`src/rtl/addsub_seq_if.sv`:
```
// Operand/result bus for addsub_seq.
//   master drives: start, mode, a, b, cin
//   slave drives : busy, done, result, cout, overflow, zero
interface addsub_seq_if #(
    parameter int unsigned WIDTH = 8
);
    logic             start;
    logic             mode;
    logic [WIDTH-1:0] a;
    logic [WIDTH-1:0] b;
    logic             cin;
    logic             busy;
    logic             done;
    logic [WIDTH-1:0] result;
    logic             cout;
    logic             overflow;
    logic             zero;

    modport master (
        output start, mode, a, b, cin,
        input  busy, done, result, cout, overflow, zero
    );

    modport slave (
        input  start, mode, a, b, cin,
        output busy, done, result, cout, overflow, zero
    );
endinterface

```
`src/rtl/addsub_seq.sv`:
```
// Multi-cycle adder/subtractor: a WIDTH-bit A + B (+cin) or A + ~B (+cin),
// computed CHUNK bits per clock through a ripple full-adder slice.
// Ports:
//   clk   - clock, rising edge
//   rst_n - asynchronous active-low reset
//   bus   - addsub_seq_if.slave: start/mode/a/b/cin in;
//           busy/done/result/cout/overflow/zero out (all registered)
module addsub_seq #(
    parameter int unsigned WIDTH = 8,
    parameter int unsigned CHUNK = 2
) (
    input  logic         clk,
    input  logic         rst_n,
    addsub_seq_if.slave  bus
);
    localparam int unsigned NCHUNK = WIDTH / CHUNK;
    localparam int unsigned CNT_W  = (NCHUNK > 1) ? $clog2(NCHUNK) : 1;

    typedef enum logic [1:0] {
        S_IDLE = 2'd0,
        S_RUN  = 2'd1,
        S_DONE = 2'd2
    } state_t;

    state_t           r_state;
    state_t           w_next;
    logic             w_accept;
    logic             w_busy_nxt;
    logic             w_done_nxt;

    // Operands shift right each cycle so the live chunk is always at [CHUNK-1:0].
    // Subtract mode is folded into r_opb at acceptance.
    logic [WIDTH-1:0] r_opa;
    logic [WIDTH-1:0] r_opb;
    logic [WIDTH-1:0] r_acc;
    logic             r_carry;
    logic [CNT_W-1:0] r_cnt;

    logic             r_busy;
    logic             r_done;
    logic [WIDTH-1:0] r_result;
    logic             r_cout;
    logic             r_overflow;
    logic             r_zero;

    logic [CHUNK-1:0] w_sum;
    logic             w_c_out;
    logic             w_c_msb;
    logic [WIDTH-1:0] w_acc_nxt;
    logic             w_last;

    // Ripple slice; w_c_msb is the carry into the top bit of the chunk,
    // which on the final chunk is the carry into the result MSB.
    always_comb begin : p_slice
        logic v_c;
        v_c     = r_carry;
        w_sum   = '0;
        w_c_msb = r_carry;
        for (int i = 0; i < int'(CHUNK); i++) begin
            if (i == int'(CHUNK) - 1) begin
                w_c_msb = v_c;
            end
            w_sum[i] = r_opa[i] ^ r_opb[i] ^ v_c;
            v_c      = (r_opa[i] & r_opb[i]) | (v_c & (r_opa[i] ^ r_opb[i]));
        end
        w_c_out = v_c;
    end

    // New chunk enters at the top; after NCHUNK shifts the accumulator is aligned.
    assign w_acc_nxt = WIDTH'({w_sum, r_acc} >> CHUNK);
    assign w_last    = (r_cnt == CNT_W'(NCHUNK - 1));

    // State register and registered handshake outputs
    always_ff @(posedge clk or negedge rst_n) begin
        if (!rst_n) begin
            r_state <= S_IDLE;
            r_busy  <= 1'b0;
            r_done  <= 1'b0;
        end else begin
            r_state <= w_next;
            r_busy  <= w_busy_nxt;
            r_done  <= w_done_nxt;
        end
    end

    // Next-state and next-output decode
    always_comb begin
        w_next     = r_state;
        w_accept   = 1'b0;
        w_busy_nxt = 1'b0;
        w_done_nxt = 1'b0;
        case (r_state)
            S_IDLE: begin
                if (bus.start) begin
                    w_next     = S_RUN;
                    w_accept   = 1'b1;
                    w_busy_nxt = 1'b1;
                end
            end
            S_RUN: begin
                if (w_last) begin
                    w_next     = S_DONE;
                    w_done_nxt = 1'b1;
                end else begin
                    w_busy_nxt = 1'b1;
                end
            end
            S_DONE: begin
                if (bus.start) begin
                    w_next     = S_RUN;
                    w_accept   = 1'b1;
                    w_busy_nxt = 1'b1;
                end else begin
                    w_next = S_IDLE;
                end
            end
            default: w_next = S_IDLE;
        endcase
    end

    // Datapath: operand capture, chunk iteration, result/flag load
    always_ff @(posedge clk or negedge rst_n) begin
        if (!rst_n) begin
            r_opa      <= '0;
            r_opb      <= '0;
            r_acc      <= '0;
            r_carry    <= 1'b0;
            r_cnt      <= '0;
            r_result   <= '0;
            r_cout     <= 1'b0;
            r_overflow <= 1'b0;
            r_zero     <= 1'b0;
        end else if (w_accept) begin
            r_opa   <= bus.a;
            r_opb   <= bus.mode ? ~bus.b : bus.b;
            r_carry <= bus.cin;
            r_cnt   <= '0;
        end else if (r_state == S_RUN) begin
            r_opa   <= r_opa >> CHUNK;
            r_opb   <= r_opb >> CHUNK;
            r_acc   <= w_acc_nxt;
            r_carry <= w_c_out;
            r_cnt   <= r_cnt + CNT_W'(1);
            if (w_last) begin
                r_result   <= w_acc_nxt;
                r_cout     <= w_c_out;
                r_overflow <= w_c_msb ^ w_c_out;
                r_zero     <= (w_acc_nxt == '0);
            end
        end
    end

    assign bus.busy     = r_busy;
    assign bus.done     = r_done;
    assign bus.result   = r_result;
    assign bus.cout     = r_cout;
    assign bus.overflow = r_overflow;
    assign bus.zero     = r_zero;
endmodule

```
`src/flat_wrapper.sv`:
```
// flat-port wrapper written by rule: the top's interface ports become plain ports
module addsub_seq_flat 
#(
    parameter int unsigned WIDTH = 8,
    parameter int unsigned CHUNK = 2
)
  (clk, rst_n, bus_start, bus_mode, bus_a, bus_b, bus_cin, bus_busy, bus_done, bus_result, bus_cout, bus_overflow, bus_zero);
  addsub_seq_if #(.WIDTH(WIDTH)) bus_i ();
  input  logic clk;
  input  logic rst_n;
  input wire logic [$bits(bus_i.start)-1:0] bus_start;
  input wire logic [$bits(bus_i.mode)-1:0] bus_mode;
  input wire logic [$bits(bus_i.a)-1:0] bus_a;
  input wire logic [$bits(bus_i.b)-1:0] bus_b;
  input wire logic [$bits(bus_i.cin)-1:0] bus_cin;
  output wire logic [$bits(bus_i.busy)-1:0] bus_busy;
  output wire logic [$bits(bus_i.done)-1:0] bus_done;
  output wire logic [$bits(bus_i.result)-1:0] bus_result;
  output wire logic [$bits(bus_i.cout)-1:0] bus_cout;
  output wire logic [$bits(bus_i.overflow)-1:0] bus_overflow;
  output wire logic [$bits(bus_i.zero)-1:0] bus_zero;
  assign bus_i.start = bus_start;
  assign bus_i.mode = bus_mode;
  assign bus_i.a = bus_a;
  assign bus_i.b = bus_b;
  assign bus_i.cin = bus_cin;
  assign bus_busy = bus_i.busy;
  assign bus_done = bus_i.done;
  assign bus_result = bus_i.result;
  assign bus_cout = bus_i.cout;
  assign bus_overflow = bus_i.overflow;
  assign bus_zero = bus_i.zero;
  addsub_seq #(.WIDTH(WIDTH), .CHUNK(CHUNK)) u_core (.clk(clk), .rst_n(rst_n), .bus(bus_i));
endmodule
```
`config.mk`:
```
export PLATFORM = sky130hd
export DESIGN_NAME = addsub_seq_flat
export DESIGN_NICKNAME = d
export VERILOG_FILES = /design/src/rtl/addsub_seq_if.sv /design/src/rtl/addsub_seq.sv /design/src/flat_wrapper.sv
export SDC_FILE = /design/constraint.sdc
export NUM_CORES = 1
export LEC_CHECK = 0
export BUFFER_PORTS_ARGS = -buffer_cell sky130_fd_sc_hd__buf_2
export CELL_PAD_IN_SITES_DETAIL_PLACEMENT = 2
export CELL_PAD_IN_SITES_GLOBAL_PLACEMENT = 2
export CORE_MARGIN = 2
export CORE_UTILIZATION = 36
export CTS_BUF_LIST = sky130_fd_sc_hd__clkbuf_4 sky130_fd_sc_hd__clkbuf_8 sky130_fd_sc_hd__clkbuf_16
export DETAILED_ROUTE_END_ITERATION = 10
export PLACE_DENSITY_LB_ADDON = 0.25
export SLEW_MARGIN = 20
export SYNTH_ARGS = -nofsm -noshare
export SYNTH_HDL_FRONTEND = slang
export SYNTH_SLANG_ARGS = --single-unit
export TNS_END_PERCENT = 10
```
`constraint.sdc`:
```
create_clock -name clk -period 2.8 [get_ports clk]
set_input_delay 0.42 -clock clk [delete_from_list [all_inputs] [get_ports clk]]
set_output_delay 0.42 -clock clk [all_outputs]
set_load 0.01 [all_outputs]
```
Yosys cells after proc, flatten, opt, wreduce, memory -nomap -nowiden
Cells that the tools add are included.

operators by class
  equal/unequal tests = 5
  bitwise gates (word level) = 13
  multiplexer cells = 19
  reductions and logical operators = 7
  add/sub/neg operators = 1

operators with widths
  kind                                                    count
  two-way mux 8 bit                                       5
  logical NOT 8 bit                                       1
  two-way mux 1 bit                                       8
  two-way mux 2 bit                                       4
  inverter 8 bit                                          1
  case mux 2 bit (3 select lines)                         1
  XOR 1 bit                                               5
  bitwise AND 1 bit                                       4
  equality test 2 bit (second input constant)             2
  AND reduction 2 bit                                     2
  AND reduction 3 bit                                     1
  adder 2 x 1 -> 2 bit (second input constant)            1
  equality test 2 x 1 -> 1 bit (second input constant)    1
  logical NOT 2 bit                                       1
  inequality test 2 x 1 -> 1 bit (second input constant)  1
  inequality test 2 bit (second input constant)           1
  OR 1 bit                                                2
  case mux 1 bit (2 select lines)                         1
  nonzero test 2 bit                                      1
  OR reduction 2 bit                                      1
  inverter 1 bit                                          1

word-level totals
  register bits = 42
  logic and storage cells = 57
  bits of input ports = 21
  output and inout port bits = 13

Longest topological paths before layout
Gate-level depths: netlist of run 1.

  depth in word-level cells = 7
  depth in mapped cells = 6
  depth with buffers taken out = 6

Worst setup path after synthesis of run 1
OpenSTA, ideal clock, no wires.

  path type = register -> register
  start point = reg u_core.r_carry
  end point = reg u_core.r_zero (netlist: u_core.bus.zero)
  buffers on the path = 0
  required time = 2.717 ns
  data arrival time = 1.744 ns
  stages on the path, launching flop included = 7
  slack = 0.972 ns
  period minus slack after synthesis = 1.828 ns
  library setup time = 0.083 ns
  cells stage by stage = dfrtp_1 -> inv_1 -> fa_1 -> fa_1 -> nor4b_1 -> nand2_1 -> o21ai_0

on the way
  cells in the longest elaborated chain, start to end = 4
  elaborated cells between the ends (all ways) = 5
  classes of those cells = bitwise (4); reduce/logical (1)

RTL lines
  what                    RTL line           RTL
  start, declared         addsub_seq.sv:36   logic r_carry;
  start signal, assigned  addsub_seq.sv:136  r_carry <= bus.cin;
  start signal, assigned  addsub_seq.sv:142  r_carry <= w_c_out;
  bitwise AND 1 bit       addsub_seq.sv:64   v_c = (r_opa[i] & r_opb[i]) | (v_c & (r_opa[i] ^ r_opb[i]));
  OR 1 bit                addsub_seq.sv:64
  XOR 1 bit               addsub_seq.sv:63   w_sum[i] = r_opa[i] ^ r_opb[i] ^ v_c;
  logical NOT 8 bit *     addsub_seq.sv:148  r_zero <= (w_acc_nxt == '0);
  end signal, assigned    addsub_seq.sv:148
  end, declared           addsub_seq.sv:44   logic r_zero;

Mark *: on every way between the ends. The rest lies on a longest branch, timed or not.
A chain may end at the register's enable or synchronous reset.

Worst setup path in the final report of run 1
Same ends and word-level chain as after synthesis.

==> results by stage, run 1 <==
Yosys:
- After synthesis the cells add up to 1750 um^2.
- The cell taking the most area after synthesis is sky130_fd_sc_hd__dfrtp_1.
- The number of warning messages in the yosys log is 0.
- The share of the Yosys chip area taken by registers is 57.1%.
- The number of different library cells used by synthesis comes to 25.
- The synthesized area per cell is 10.3 um^2.
- In the synthesized netlist, the number of instances is 170.
- The number of storage elements in the synthesis netlist is 40.
- By area the synthesized netlist is led by sky130_fd_sc_hd__dfrtp_1 (57%), sky130_fd_sc_hd__nand2_1 (9.4%), sky130_fd_sc_hd__xor2_1 (4.0%).
- The share of the synthesized area in the top cell type is 57.1%.
- The number of nets in the synthesized netlist is 194.

Floorplanning:
- Measured along the x axis, the die boundary spans 73.8 um.
- The area of the die is 5440 um^2.
- The row count is 25.
- The boundary pin count is 34.
- The die is 73.8 um tall.
- The core region area is roughly 4700 um^2.
- Once the floorplan was initialized, standard cells occupied a little under two fifths of the core.

Route:
- The remaining antenna violation count is 0.
- The wire length after detailed routing is 4.17 mm.
- In the routed layout, each cell is associated on average with a via count of 4.87.
- The first detailed-routing pass ran for 4 iterations.
- The remaining routing DRC violations is 0.
- After detailed routing, the average wire length per cell comes to 15.5 um.
- The violation count after the first detailed-route iteration is 57.
- The number of vias in the routed layout is 1304.

Clock tree:
- After clock tree synthesis, the setup repair step added 0 buffers.
- The clock latency on the worst-skew pair is 0.29 ns.
- The number of hold buffers added after CTS was 0.
- In this run the clock root is driven by a sky130_fd_sc_hd__clkbuf_8.
- The clock input transition at the sequential cells of the worst setup and hold paths is 0.08 ns.
- The total of cells resized after clock tree synthesis is 0.
- The clock drives 40 sinks.
- In this run the deepest clock path goes through 2 buffers.
- Buffers inserted during clock tree synthesis total 5.
- The CTS tree is done.
- The number of H-tree branching levels is 2.

Global route:
- In the global route stage, met2 resource usage came out at 31.4%.
- The busiest metal layer after global routing is met2.
- The number of antenna violations at the first check in global routing is 0.
- Across every metal layer, demand over resource in global routing totals 17.5%.
- The met1 routing resource usage after global routing is between 20 and 25%.
- The first global-routing pass estimated just over 7 mm of wire.
- The routing usage on met3 is ~4.7%.
- After global routing the overflow that remains totals 0.
- The via count of the first global-routing pass was 1470.
- Entering global routing, the biggest net connects 41 pins.

Placed design:
- The count of input and output buffers is 33.
- The placed wire-length estimate is approximately 3 mm.
- The placer's final routability congestion estimate is 0.695.
- Summing all placed instances gives a cell area of 1940 um^2.

Power:
- Summed over all cells, the static leakage comes to between 1 and 1.5 nW.
- The power per cell area is 1180 nW/um^2.
- The maximum VDD drop is between 0.2 and 0.3 mV.

Timing:
- For the finished layout, the period the worst path requires is 2.07 ns.
- Setup violations remaining at the end of the flow were counted as 0.
- The sum of negative setup slack is 0 ns.
- The total count of max-transition violations in the final report is 0.
- At the pin with the least slew margin, the transition time is 0.911 ns.
- The final clock period utilization by the worst path is 73.8%.
- For this run, the top clock speed supported by timing is 484 MHz.
- The final hold violation count is 0.
- The headroom to the max-slew limit is about two fifths.
- The worst clock skew is 0.00617 ns.
- Across all hold checks on the routed design, the worst slack comes to 0.258 ns.
- Setup repair after global routing left no endpoint under its margin.

Setup path:
- The flop-to-flop setup slack is 0.73 ns.
- The cell count of the worst reg-to-reg path is 6.
- STA classifies the critical path endpoint as a flop.
- Along the worst path, the maximum fanout reaches 3.
- The required time of the critical path is 3.00 ns.
- The critical path in this run is classified as reg2reg.
- STA puts the critical path data arrival time at 2.27 ns.
- The nature of the critical path startpoint is a flop.

Cells and area:
- The final net count is approximately 220.
- The most common library cell in the layout ignoring fill and taps is sky130_fd_sc_hd__nand2_1.
- The final cell utilization of the core is between 40 and 50%.
- Leaving out fill and tap cells, the most frequent cells in the layout are sky130_fd_sc_hd__nand2_1 (44), sky130_fd_sc_hd__dfrtp_1 (40), sky130_fd_sc_hd__buf_2 (33).
- In the final layout, the share of cells above drive strength 1 is around a quarter.
- The antenna diode count is 0.
- The finished cells cover between 2000 and 2500 um^2.
- The synthesis-to-layout area growth is 16.3%.
- Fill cells in the final layout number 534.

Outcome:
- The run finished with clean final reports.

Run:
- Max-cap violations in this run came to 0.

Hold path:
- The path class of the tightest hold or removal check is in2async.
## routing by layer
| layer | routed length, um | vias to the layer above | part of all wire [%] |
|---|---|---|---|
| li1 | - | 617 | - |
| met1 | 1740 | 653 | 42 |
| met2 | 2180 | 29 | 52 |
| met3 | 188 | 5 | 4.5 |
| met4 | 50 | 0 | 1.2 |
| met5 | 0 | - | 0 |
## critical path, stage by stage, from the launching register on
cell                      delay [ns]
sky130_fd_sc_hd__dfrtp_1        0.37
sky130_fd_sc_hd__inv_1          0.07
sky130_fd_sc_hd__fa_1           0.47
sky130_fd_sc_hd__fa_1           0.53
sky130_fd_sc_hd__nor4b_1        0.25
sky130_fd_sc_hd__nand2_1        0.10
sky130_fd_sc_hd__o21ai_0        0.20
## power by group
group          switching [mW]  internal, mW
Combinational           0.568         0.403
Clock                   0.201         0.210
Sequential              0.169         0.852
## cell families (layout without fill, tap and decap cells)
group	Yosys count	in the layout	synth area share (%)
adder cells (fa/ha/maj)	3	3	3.00
buffers and inverters	18	49	5.42
multiplexers	6	6	3.85
AO/OA/AOI/OAI	28	28	10.2
AND/OR/NAND/NOR	66	66	15.9
XOR/XNOR	9	9	4.50
flip-flops	40	40	57.1
## state kept, by name, summed over array words and instances, names as in the netlist
signal               count
u_core.bus.busy          1
u_core.bus.cout          1
u_core.bus.done          1
u_core.bus.overflow      1
u_core.bus.result        8
u_core.bus.zero          1
u_core.r_acc             6
u_core.r_carry           1
u_core.r_cnt             2
u_core.r_opa             8
u_core.r_opb             8
u_core.r_state           2
## stage by stage
stage,setup WS (ns),power (mW),instances
after floorplan,0.972,1.74,170
after global placement,0.896,1.96,260
after detailed placement,0.744,2.03,260
after CTS,0.720,2.46,268
after global routing,0.628,2.63,268
final,0.734,2.40,268
## cells in the mapped netlist, drive strengths merged
library cell,n
nand2,44
dfrtp,40
nor2,13
a31oi,11
buf,10
o21ai,10
xor2,8
inv,7
mux2,6
a22o,4
a221o,2
fa,2
nand2b,2
nor4b,2
a21oi,1
and2b,1
clkbuf,1
ha,1
nand3,1
nand3b,1
nor2b,1
nor3,1
xnor2,1
## worst paths after layout
check | start | endpoint
setup / recovery | u_core.r_carry$_DFFE_PN0P_ | u_core.bus.zero$_DFFE_PN0P_
hold / removal | rst_n | u_core.bus.done$_DFF_PN0_
setup reg to reg | u_core.r_carry$_DFFE_PN0P_ | u_core.bus.zero$_DFFE_PN0P_
hold reg to reg | u_core.bus.result[6]$_DFFE_PN0P_ | u_core.bus.result[6]$_DFFE_PN0P_
max in group asynchronous | rst_n | u_core.r_opa[1]$_DFFE_PN0P_
min in group clk | bus_a[6] | u_core.r_opa[6]$_DFFE_PN0P_
## layout make-up
type	count	area, um^2	share of cell area [%]
timing repair buffer	34	173	8.47
sequential	40	1000	49.1
tap	67	83.8	4.11
multi-input combinational	112	657	32.2
clock inverter	1	7.51	0.368
inverter	7	26.3	1.29
clock buffer	7	90.1	4.42
No activity file was read; power rests on OpenSTA's default activity.
==> run 2: changes to the inputs <==
- CORE_UTILIZATION: 36 -> 34
- clock period: 2.8 -> 2.2 ns (I/O delays scaled with it)
==> results by stage, run 2 (synthesized netlist as in run 1, its figures left out) <==
Power:
- The power per cell area is 1520 nW/um^2 (+29%).
- The maximum VDD drop is 0.432 mV (+46%).
- The reported leakage power is 1.02 nW (+1.7%).
- The total design power came to 3.12 mW (+30%).

Global route:
- The number of antenna violations at the first check in global routing is 0 (unchanged).
- The total congestion overflow after global routing is 0 (unchanged).
- The pin count of the biggest net entering global routing was 41 (unchanged).
- The via count of the first global-routing pass was 1473 (+0.20%).
- The first-pass GRT wire length was 7.15 mm (+0.20%).
- The aggregate global-route resource usage is 17.4% (-0.083 points).

Placed design:
- The count of input and output buffers was 33 (unchanged).
- The placed wire-length estimate is 3.16 mm (+6.8%).
- The number of instances in the placed design is 266 (+2.3%).
- The placer's final routability congestion estimate is 0.720 (+3.5%).

Setup path:
- The top cell family by delay on the critical path is adder cells.
- The largest individual stage delay along the critical path comes from the cell sky130_fd_sc_hd__fa_1.
- By instance count, the cell type seen most on the critical path is sky130_fd_sc_hd__fa_1.
- The data arrival time of the critical path is 2.27 ns (about the same).
- The critical path is of the reg2reg type.
- The nature of the critical path startpoint is a flop.
- The nature of the critical path endpoint is a flop.
- The maximum fanout along the worst path was 3 (unchanged).
- The number of buffers and inverters on the critical path came to 1 (unchanged).
- The maximum single-stage delay on the critical path is 0.53 ns (about the same).
- Walking the worst path, the cells encountered are inv_1 > fa_1 > fa_1 > nor4b_1 > nand2_1 > o21ai_0.
- The required time of the critical path is 2.41 ns (-0.59 ns).

Cells and area:
- The library cell used most frequently in the layout, excluding fill and tap cells, is sky130_fd_sc_hd__nand2_1.
- The top cell types in the final layout, fill and taps aside, are sky130_fd_sc_hd__nand2_1 (44), sky130_fd_sc_hd__dfrtp_1 (40), sky130_fd_sc_hd__buf_2 (33).
- The non-filler instance count after layout was 274 (+2.2%).
- The share of layout cells above drive strength 1 is 25.5% (+1.1 points).
- The final net count is 227 (+1.3%).
- The synthesis-to-layout area growth is 17.5%.
- The antenna diode count is 0 (unchanged).

Timing:
- The sum of negative setup slack was 0 ns (unchanged).
- The total of endpoints with negative setup slack in the final report is 0 (unchanged).
- The final clock period utilization by the worst path came to 93.5% (+20 points).
- The worst clock skew came to 0.00961 ns (+0.00343 ns).
- The total count of max-transition violations in the final report came to 0 (unchanged).
- Setup repair after global routing left no endpoint under its margin.
- The worst hold-check slack was 0.167 ns (-0.0912 ns).
- The achievable frequency came to 486 MHz (+0.38%).
- The transition at the pin with the smallest max-transition slack is 0.936 ns (+0.0246 ns).
- The headroom to the max-slew limit is 37.6% (-1.6 points).
- The final hold violation count is 0 (unchanged).
- The shortest clock period the worst path allows after layout is 2.06 ns (-0.00777 ns).

Clock tree:
- The number of H-tree branching levels is 2 (unchanged).
- The hold-fix buffer count after cts is 0 (unchanged).
- The post-CTS setup buffer count is 0 (unchanged).
- The clock buffer count from CTS is 5 (unchanged).
- The clock latency on the worst-skew pair is 0.30 ns (about the same).
- The CTS tree is done.
- The total number of clock tree sinks is 40 (unchanged).
- The total of cells resized after clock tree synthesis came to 0 (unchanged).
- The maximum clock insertion buffer count is 2 (unchanged).
- In this run the clock root is driven by a sky130_fd_sc_hd__clkbuf_8.
- The clock input transition at the sequential cells of the worst setup and hold paths is 0.08 ns (about the same).

Route:
- The wire length after detailed routing is 4.35 mm (+4.5%).
- The first-pass iteration count of the detailed router is 4 (unchanged).
- The remaining antenna violation count was 0 (unchanged).
- The via density per instance is 4.89 (+0.44%).
- The remaining routing DRC violations is 0 (unchanged).
- The per-cell routed wire length is 15.9 um (+2.2%).
- The violation count after the first detailed-route iteration came to 70 (+23%).
- The number of vias in the routed layout is 1339 (+2.7%).

Run:
- The count of max-cap constraint violations is 0 (unchanged).

Outcome:
- The run finished with clean final reports.

Floorplanning:
- The row count is 26 (+4.0%).
- The area of the die is 5750 um^2 (+5.6%).
- The horizontal extent of the die came to 75.8 um (+2.7%).
- The boundary pin count is 34 (unchanged).
- The core region area is 5040 um^2 (+6.8%).
- The die boundary height is 75.8 um (+2.7%).
- The initial core utilization is 34.8% (-2.3 points).

Hold path:
- In this run the worst hold path is classified as in2async.
==> run 2: cell types whose count changed in the layout (fill, tap and decap cells not counted), sizes merged <==
cell	before	now
clkbuf	7	6
clkinvlp	1	0
buf	34	37
clkinv	0	2
==> run 2: routing by layer <==
metal	GRT usage (%)	part of all wire (%)	vias to the layer above
met3	4.37	4.0	5
met5	0	0	-
met4	7.60	1.8	0
li1	-	-	621
met1	19.4	39	687
met2	31.2	55	26
==> run 2: report_power, final <==
| group | switching, mW | total [mW] | internal (mW) | leakage [nW] |
|---|---|---|---|---|
| clock network | 0.273 | 0.523 | 0.251 | 0.0510 |
| registers | 0.208 | 1.29 | 1.08 | 0.497 |
| logic | 0.760 | 1.31 | 0.549 | 0.473 |
==> run 2: layout make-up <==
| class | instances | area, um^2 |
|---|---|---|
| timing repair buffer | 37 | 195 |
| fill | 572 | 2980 |
| inverter | 7 | 26.3 |
| sequential | 40 | 1000 |
| clock inverter | 2 | 10.0 |
| tap | 70 | 87.6 |
| multi-input combinational | 112 | 657 |
| clock buffer | 6 | 82.6 |
==> run 2: worst register-to-register path, delay by kind of cell, from the launching register on <==
family	cells	cell delay, ns
simple gates	2	0.34
flops	1	0.37
fa+ha+maj	2	1.00
compound gates	1	0.19
buf+inv	1	0.07
==> run 2: per-stage QoR <==
step	cell area, um^2	util (%)	setup slack (ns)
final	2060	40.8	0.142
after global routing	2060	40.8	0.0436
after CTS	2060	40.8	0.0967
after detailed placement	1970	39.0	0.124
after global placement	1970	39.0	0.294
after floorplan	1750	-	0.372
==> run 2: worst paths after layout <==
path / endpoint / depth (start not counted) / slack (ns) / from
worst max-delay path: u_core.bus.zero$_DFFE_PN0P_ / 6 / 0.14 / u_core.r_carry$_DFFE_PN0P_
worst min-delay path: u_core.bus.done$_DFF_PN0_ / 1 / 0.17 / rst_n
worst max register to register: u_core.bus.zero$_DFFE_PN0P_ / 6 / 0.14 / u_core.r_carry$_DFFE_PN0P_
worst min register to register: u_core.bus.result[6]$_DFFE_PN0P_ / 2 / 0.49 / u_core.bus.result[6]$_DFFE_PN0P_
max in group asynchronous: u_core.r_opb[7]$_DFFE_PN0P_ / 1 / 1.45 / rst_n
min in group clk: u_core.r_opa[1]$_DFFE_PN0P_ / 2 / 0.26 / bus_a[1]
